--- config.mk ---
export PLATFORM = sky130hd
export DESIGN_NAME = halfband_up2_flat
export DESIGN_NICKNAME = d
export VERILOG_FILES = /design/src/rtl/halfband_up2_if.sv /design/src/rtl/halfband_up2.sv /design/src/flat_wrapper.sv
export SDC_FILE = /design/constraint.sdc
export NUM_CORES = 2
export LEC_CHECK = 0
export BUFFER_PORTS_ARGS = -buffer_cell sky130_fd_sc_hd__buf_2
export CORE_MARGIN = 2
export CORE_UTILIZATION = 52
export CTS_BUF_LIST = sky130_fd_sc_hd__clkbuf_4 sky130_fd_sc_hd__clkbuf_8
export CTS_CLUSTER_DIAMETER = 100
export DETAILED_ROUTE_END_ITERATION = 10
export PLACE_DENSITY = 0.68
export SYNTH_ARGS = -nofsm -noshare
export SYNTH_HDL_FRONTEND = slang
export SYNTH_SLANG_ARGS = --single-unit
--- constraint.sdc ---
create_clock -name clk -period 9.8 [get_ports clk]
set_clock_uncertainty 0.05 [all_clocks]
set_input_delay 0.98 -clock clk [delete_from_list [all_inputs] [get_ports clk]]
set_output_delay 0.98 -clock clk [all_outputs]
set_load 0.005 [all_outputs]
--- src/rtl/halfband_up2_if.sv ---
// Sample-stream interface for the half-band interpolator: one input sample in,
// an odd/even output pair plus saturation flag out, every clock.
interface halfband_up2_if #(
    parameter int XIN_WIDTH  = 16,
    parameter int YOUT_WIDTH = 16
);
    logic signed [XIN_WIDTH-1:0]  xin;
    logic signed [YOUT_WIDTH-1:0] yout0;
    logic signed [YOUT_WIDTH-1:0] yout1;
    logic                         ovf;

    modport master (output xin, input yout0, yout1, ovf);
    modport slave  (input xin, output yout0, yout1, ovf);
endinterface

--- src/rtl/halfband_up2.sv ---
// Half-band interpolate-by-2 FIR: symmetric polyphase branch (yout1) and
// center-tap delay branch (yout0), six register stages, round/saturate output.
module halfband_up2 #(
    parameter int XIN_WIDTH      = 16,
    parameter int COE_WIDTH      = 16,
    parameter int NUM_UNIQUE_COE = 3,
    parameter logic signed [COE_WIDTH-1:0] COE_NUMS [NUM_UNIQUE_COE] =
        '{16'sd1277, -16'sd4710, 16'sd20014},
    parameter int YOUT_WIDTH     = 16,
    parameter int SRA_BITS       = 15
) (
    input  logic                 clk,
    input  logic                 rst,
    halfband_up2_if.slave        hb
);
    localparam int N         = NUM_UNIQUE_COE;
    localparam int TAPS      = 2 * N;
    localparam int NUM_PAIRS = (N + 1) / 2;
    localparam int PRE_W     = XIN_WIDTH + 1;
    localparam int PROD_W    = PRE_W + COE_WIDTH;
    localparam int ACC_W     = PROD_W + $clog2(N);
    localparam int CTR_DLY   = 4;

    typedef logic signed [XIN_WIDTH-1:0]  samp_t;
    typedef logic signed [PRE_W-1:0]      pre_t;
    typedef logic signed [PROD_W-1:0]     prod_t;
    typedef logic signed [ACC_W-1:0]      acc_t;
    typedef logic signed [ACC_W:0]        ext_t;
    typedef logic signed [YOUT_WIDTH-1:0] yout_t;

    typedef struct packed {
        logic  sat;
        yout_t y;
    } rs_t;

    localparam ext_t RND_HALF = ext_t'(1) <<< (SRA_BITS - 1);
    localparam ext_t Y_MAX    = ext_t'((64'sd1 <<< (YOUT_WIDTH - 1)) - 64'sd1);
    localparam ext_t Y_MIN    = -Y_MAX - ext_t'(1);

    // Round half-up, arithmetic shift, clamp to the output range.
    function automatic rs_t round_sat(input acc_t acc);
        ext_t shifted;
        rs_t  r;
        shifted = (ext_t'(acc) + RND_HALF) >>> SRA_BITS;
        if (shifted > Y_MAX) begin
            r.sat = 1'b1;
            r.y   = Y_MAX[YOUT_WIDTH-1:0];
        end else if (shifted < Y_MIN) begin
            r.sat = 1'b1;
            r.y   = Y_MIN[YOUT_WIDTH-1:0];
        end else begin
            r.sat = 1'b0;
            r.y   = shifted[YOUT_WIDTH-1:0];
        end
        return r;
    endfunction

    samp_t dl_q   [TAPS],      dl_d   [TAPS];
    pre_t  pre_q  [N],         pre_d  [N];
    prod_t prod_q [N],         prod_d [N];
    acc_t  sum1_q [NUM_PAIRS], sum1_d [NUM_PAIRS];
    acc_t  sum2_q,             sum2_d;
    samp_t ctr_q  [CTR_DLY],   ctr_d  [CTR_DLY];
    yout_t yout0_q, yout0_d;
    yout_t yout1_q, yout1_d;
    logic  ovf_q,   ovf_d;

    acc_t  prod_ext [2*NUM_PAIRS];
    rs_t   rs0, rs1;

    // NOTE: every intermediate written here gets a default first so no latch is inferred.
    always_comb begin
        dl_d[0] = hb.xin;
        for (int j = 1; j < TAPS; j++) dl_d[j] = dl_q[j-1];

        for (int k = 0; k < N; k++) begin
            pre_d[k]  = pre_t'(dl_q[k]) + pre_t'(dl_q[TAPS-1-k]);
            prod_d[k] = prod_t'(pre_q[k]) * prod_t'(COE_NUMS[k]);
        end

        // Zero-padded view so an odd coefficient count pairs up cleanly.
        for (int j = 0; j < 2*NUM_PAIRS; j++) prod_ext[j] = '0;
        for (int k = 0; k < N; k++) prod_ext[k] = acc_t'(prod_q[k]);
        for (int j = 0; j < NUM_PAIRS; j++) sum1_d[j] = prod_ext[2*j] + prod_ext[2*j+1];

        sum2_d = '0;
        for (int j = 0; j < NUM_PAIRS; j++) sum2_d = sum2_d + sum1_q[j];

        ctr_d[0] = dl_q[N];
        for (int j = 1; j < CTR_DLY; j++) ctr_d[j] = ctr_q[j-1];

        rs0     = round_sat(acc_t'(ctr_q[CTR_DLY-1]) <<< SRA_BITS);
        rs1     = round_sat(sum2_q);
        yout0_d = rs0.y;
        yout1_d = rs1.y;
        ovf_d   = rs0.sat | rs1.sat;
    end

    // NOTE: the delay line is cleared on reset too, so history never leaks across a reset.
    always_ff @(posedge clk) begin
        if (rst) begin
            for (int j = 0; j < TAPS; j++)      dl_q[j]   <= '0;
            for (int k = 0; k < N; k++)         pre_q[k]  <= '0;
            for (int k = 0; k < N; k++)         prod_q[k] <= '0;
            for (int j = 0; j < NUM_PAIRS; j++) sum1_q[j] <= '0;
            for (int j = 0; j < CTR_DLY; j++)   ctr_q[j]  <= '0;
            sum2_q  <= '0;
            yout0_q <= '0;
            yout1_q <= '0;
            ovf_q   <= 1'b0;
        end else begin
            dl_q    <= dl_d;
            pre_q   <= pre_d;
            prod_q  <= prod_d;
            sum1_q  <= sum1_d;
            ctr_q   <= ctr_d;
            sum2_q  <= sum2_d;
            yout0_q <= yout0_d;
            yout1_q <= yout1_d;
            ovf_q   <= ovf_d;
        end
    end

    assign hb.yout0 = yout0_q;
    assign hb.yout1 = yout1_q;
    assign hb.ovf   = ovf_q;
endmodule

--- src/flat_wrapper.sv ---
// flat-port wrapper written by rule: the top's interface ports become plain ports
module halfband_up2_flat 
#(
    parameter int XIN_WIDTH      = 16,
    parameter int COE_WIDTH      = 16,
    parameter int NUM_UNIQUE_COE = 3,
    parameter logic signed [COE_WIDTH-1:0] COE_NUMS [NUM_UNIQUE_COE] =
        '{16'sd1277, -16'sd4710, 16'sd20014},
    parameter int YOUT_WIDTH     = 16,
    parameter int SRA_BITS       = 15
)
  (clk, rst, hb_xin, hb_yout0, hb_yout1, hb_ovf);
  halfband_up2_if #(.XIN_WIDTH(XIN_WIDTH), .YOUT_WIDTH(YOUT_WIDTH)) hb_i ();
  input  logic clk;
  input  logic rst;
  input wire logic [$bits(hb_i.xin)-1:0] hb_xin;
  output wire logic [$bits(hb_i.yout0)-1:0] hb_yout0;
  output wire logic [$bits(hb_i.yout1)-1:0] hb_yout1;
  output wire logic [$bits(hb_i.ovf)-1:0] hb_ovf;
  assign hb_i.xin = hb_xin;
  assign hb_yout0 = hb_i.yout0;
  assign hb_yout1 = hb_i.yout1;
  assign hb_ovf = hb_i.ovf;
  halfband_up2 #(.XIN_WIDTH(XIN_WIDTH), .COE_WIDTH(COE_WIDTH), .NUM_UNIQUE_COE(NUM_UNIQUE_COE), .COE_NUMS(COE_NUMS), .YOUT_WIDTH(YOUT_WIDTH), .SRA_BITS(SRA_BITS)) u_core (.clk(clk), .rst(rst), .hb(hb_i));
endmodule
# ---- Word level (Yosys, flattened, before mapping)
# Index checks and enable logic that the tools add are counted.
dict set report op_classes {
  bitwise_logic 1
  mux 4
  multipliers 3
  n_lt_le_gt_ge 4
  n_reduce_logical 2
  addsub 7
}
# operator n
set op_table {}
lappend op_table {{17-bit 2-to-1 mux} 4}
lappend op_table {{16-bit by 16-bit adder with 17-bit output} 3}
lappend op_table {{35-bit by 16-bit adder with 36-bit output (second input constant)} 1}
lappend op_table {{35-bit by 33-bit adder with 35-bit output} 1}
lappend op_table {{29-bit by 31-bit adder with 32-bit output} 1}
lappend op_table {{31-bit by 16-bit adder with 32-bit output (second input constant)} 1}
lappend op_table {{17-bit by 15-bit multiplier with 32-bit output (second input constant)} 1}
lappend op_table {{17-bit by 13-bit multiplier with 30-bit output (second input constant)} 1}
lappend op_table {{17-bit by 12-bit multiplier with 29-bit output (second input constant)} 1}
lappend op_table {{21-bit by 16-bit greater-than comparator with 1-bit output (second input constant)} 1}
lappend op_table {{21-bit by 16-bit < comparator with 1-bit output (second input constant)} 1}
lappend op_table {{17-bit by 16-bit greater-than comparator with 1-bit output (second input constant)} 1}
lappend op_table {{17-bit by 16-bit < comparator with 1-bit output (second input constant)} 1}
lappend op_table {{2-bit OR reduction} 2}
lappend op_table {{1-bit OR} 1}
dict set report totals {
  inputBits 18
  elab_cells 44
  out_inout_bits 33
  regBits 407
}

# ---- Depth between registers and ports, before layout
dict set report depth {
  word_depth 5
  mapped_depth 22
  ltp_nobuf 22
}

# ---- Worst setup path after synthesis
# Ideal clock, no wire load.
dict set report synth_timing {
  path_type {register to register}
  from {register u_core.pre_q[16] in the netlist's numbering}
  to {register u_core.prod_q, in the netlist u_core.prod_ext[66]}
  slack_ns 3.774
  setup_ns 0.128
  path_stages_with_launch 22
  synth_period_minus_slack_ns 6.026
  path_buffers 0
  arrival_time_ns 5.849
  required_ns 9.622
  cell_sequence {dfxtp_1 inv_1 fa_1 inv_1 ha_1 inv_1 fa_1 inv_1 fa_1 fa_1 inv_1 fa_1 inv_1 ha_1 and4_1 o2111a_1 a211oi_1 a21oi_1 or2_2 a31oi_1 xor2_1 nor2_1}
}
dict set report synth_via {
  elab_chain_cells 1
}
# element line
set synth_rtl {}
lappend synth_rtl {{start: declaration} halfband_up2.sv:59} ;# pre_t pre_q [N], pre_d [N];
lappend synth_rtl {{start signal: assignment} halfband_up2.sv:113} ;# pre_q <= pre_d;
lappend synth_rtl {{17-bit by 15-bit multiplier with 32-bit output} halfband_up2.sv:78} ;# prod_d[k] = prod_t'(pre_q[k]) * prod_t'(COE_NUMS[k]);
lappend synth_rtl {{end signal: assignment} halfband_up2.sv:114} ;# prod_q <= prod_d;
lappend synth_rtl {{end: declaration} halfband_up2.sv:60} ;# prod_t prod_q [N], prod_d [N];
# No other way between the ends.
# A chain may end at the register's enable or synchronous reset.

# ---- Final worst setup path
dict set report layout_timing {
  from {register u_core.pre_q[16] in the netlist's numbering}
  to {register u_core.prod_q, in the netlist u_core.prod_ext[64]}
}
# Same word-level chain as after synthesis.

==> summary.txt <==
Cells and area
  • Nets@finish: 3787
  • Design area: between 30000 and 40000 um^2
  • Fraction of layout cells with a size suffix above 1: 6.32%
  • Util after Layout: 57.1%
  • Final std cells w/o fill: 3818
  • Area added between synthesis and finish: 8.65%
  • Fillcell total: about 4900

STA
  • Final setup vio count: 0
  • Fmax: about 0.15 GHz
  • Max-slew headroom: about a third
  • Slew @ Worst Pin: about 1000 ps
  • TNS Setup: 0 ps
  • Setup WS post-layout: 3130 ps
  • Max-slew violations: 0
  • Fin crit share: 68.1%
  • Post-route minimum period: 6670 ps
  • RSZ-0062 raised after global routing: false
  • Hold WS: 383 ps
  • Final Hold Vio Count: 0

Global routing
  • Tot GR Track Use: about 22%
  • Antenna violations before repair: 0
  • Vias in the first global route: 20232
  • Pin count of the biggest net entering global routing: 219
  • Overflow after GRT: 0
  • First-pass GRT wire length: 99800 um

Logic synthesis
  • Yosys top cell area share: 26.7%
  • Syn. warnings: 0
  • Ys async rst share: 0%
  • Commonest cells post-synth: inv_1 (526), ha_1 (457), dfxtp_1 (386)
  • Mapped Cells: 2954
  • Synth top area cells: dfxtp_1 (27%), fa_1 (20%), ha_1 (20%)
  • Distinct cells, synth: between 70 and 80
  • Post-synth top area cell: dfxtp_1
  • Count leader, synth: inv_1
  • Main synth FF type: dfxtp_1
  • Synthesized area: 28900 um^2
  • Flops & latches, synth: ~390
  • Seq/Total Area, Yosys: around a quarter
  • Synth Net Count: 3718
  • Mean Syn Cell Area: 9.79 um^2
  • Post-synth EDFFs: 0

Worst hold path
  • Hold depth: 1
  • Hold_sp: u_core.ctr_q[15]
  • Hold crit path type: flip-flop to flip-flop
  • Hold endpoint: u_core.hb.yout0[15]

Floorplanning
  • Die W: 240 um
  • Die H: 240 um
  • I/O pin total: 51
  • # rows: 86
  • Die ar.: 57500 um^2
  • Initial core utilization: 52.5%
  • Core area: 55100 um^2

Clock network
  • Skew-Pair Late Insertion Delay: between 600 and 700 ps
  • Cts bufs inserted: 66
  • Resize count post-CTS: 0
  • Post-CTS Setup Inserts: 0
  • Max Root-Sink Buffers: 3
  • CTS tree: done
  • Clk root buf: clkbuf_8
  • Clock Pin Slew Worst Setup and Hold Paths: 70 ps
  • H-tree Lvls: 3
  • CTS sink cnt: between 300 and 400
  • Cts hold-fix bufs: 0

Worst setup path
  • Reg2reg start: u_core.pre_q[16]
  • Worst setup SP type: flip-flop
  • Worst setup EP type: flip-flop
  • Worst Reg-to-Reg Cells: 21
  • Worst Path Arrival: 7100 ps
  • Worst Setup SP: u_core.pre_q[16]
  • Critical path type: flip-flop to flip-flop
  • Max FO, Critical Path: 18
  • R2R setup slack: approximately 3100 ps
  • Req. time, crit path: 10230 ps
  • RR Endpoint: u_core.prod_ext[64]

Pwr
  • Cell Pwr Density: 175 nW/um^2
  • Pwr Total: 5.51 mW
  • Power share of the sequential group: 34.4%
  • P_int: ~3.6 mW
  • Power share of the clock group: between 20% and 30%
  • Switching share of power: 35.5%
  • Switch Pwr: 1.95 mW
  • VDD IR-drop max: about 150 uV
  • Lkg Pwr: 16.4 nW
  • Gate power share: 36.3%

Run status
  • Status: complete, no violations

Drt
  • Remaining antenna violation count after routing: 0
  • Detailed-route wire length: roughly 61000 um
  • First DRT Iteration DRCs: 980
  • 1st-pass router iterations: 5
  • DRC errors left: 0
  • Vias: between 15000 and 20000
  • Drt wl/cell: 16.0 um
  • Vias per std cell: 5.11

Placed design
  • DP Worst Slack: 3080 ps
  • Input/output buffers: 50
  • Post-Place Cells: approximately 3700
  • Cell Area, Placed: 30000 um^2
  • Gpl congestion: 0.916
  • Dpl hpwl: 49400 um

Flow run
  • Max-cap violations: 0
-- how the worst max path moves through the flow --
stage | to | slack, ps | depth (start not counted)
2_1_floorplan | u_core.prod_ext[66] | 3770 | 21
3_3_place_gp | u_core.prod_ext[64] | 3260 | 21
3_5_place_dp | u_core.prod_ext[66] | 3080 | 21
4_1_cts | u_core.prod_ext[66] | 3060 | 21
5_1_grt | u_core.prod_ext[64] | 2650 | 21
6_report | u_core.prod_ext[64] | 3130 | 21
-- final cells by class --
cell class / instances / area (um^2) / share of cell area [%]
antenna: 1 / 2.50 / 0.00796
sequential: 386 / 7730 / 24.6
clock inverter: 22 / 302 / 0.959
clock buffer: 92 / 1170 / 3.73
inverter: 526 / 1970 / 6.28
multi-input combinational: 1992 / 19000 / 60.6
timing repair buffer: 51 / 280 / 0.892
tap: 748 / 936 / 2.98
-- cell families after synthesis --
logic type	count (synthesis)	synth area share (%)
XOR/XNOR	151	4.57
adder cells (fa/ha/maj)	746	39.8
AO/OA/AOI/OAI	414	9.46
AND/OR/NAND/NOR	679	12.0
multiplexers	2	0.0735
buffers and inverters	576	7.48
flip-flops	386	26.7
-- power groups by stage --
stage / combinational [mW] / sequential [mW] / clock (mW)
after floorplan: 1.55 / 1.87 / 0
after global placement: 1.97 / 1.93 / 0
after detailed placement: 2.00 / 1.93 / 0
after CTS: 2.02 / 1.90 / 1.66
after global routing: 2.29 / 1.91 / 1.73
final: 2.00 / 1.89 / 1.61
-- layout by cell type, fill, tap and decap left out, types with 4 or more instances in the layout --
master,count
o22ai_1,5
fa_1,289
and2_1,6
o211ai_1,9
a41o_1,5
nand3_1,38
a211oi_1,16
a221oi_1,4
or2_2,9
o211a_1,4
nand2_1,69
nand2b_1,22
o21a_1,23
a21oi_1,114
nor3_1,44
nor2b_1,212
dfxtp_1,386
or3_1,7
a21o_1,60
clkbuf_8,77
clkinv_2,8
a21boi_0,7
bufinv_16,6
o21ai_0,89
a31oi_1,15
xor2_1,81
nor2_1,221
nor4b_1,4
buf_2,49
and3_1,15
o21bai_1,19
a41oi_1,5
ha_1,457
inv_1,526
nor3b_1,8
clkbuf_4,15
nand4_1,12
xnor2_1,70
-- registers in the layout (all words and copies together) (netlist names) --
register and count:
u_core.ctr_d 32, u_core.ctr_q 16, u_core.dl_d 64, u_core.dl_q 16
u_core.hb.ovf 1, u_core.hb.yout0 16, u_core.hb.yout1 16, u_core.pre_q 51
u_core.prod_ext 90, u_core.sum1_q 63, u_core.sum2_q 21
-- worst max-delay path: stages, from the launching register on --
cell      delay, ps
dfxtp_1         850
inv_1           510
fa_1            620
inv_1            40
ha_1            270
inv_1            50
fa_1            500
inv_1            50
fa_1            460
fa_1            540
inv_1            50
fa_1            520
inv_1            40
ha_1            360
and4_1          200
o2111a_1        140
a211oi_1        270
a21oi_1         170
a221oi_1        420
a21oi_1         140
xnor2_1         180
nor2_1           60
-- layer usage --
| metal | wire length [um] | vias to the layer above | global-route usage [%] | part of all wire [%] |
|---|---|---|---|---|
| li1 | - | 9681 | - | - |
| met4 | 1350 | 0 | 6.72 | 2.2 |
| met2 | 28500 | 316 | 36.1 | 47 |
| met3 | 2580 | 88 | 3.85 | 4.2 |
| met5 | 0 | - | 0 | 0 |
| met1 | 28500 | 9438 | 29.3 | 47 |
Power figures use the tool's default switching activity.
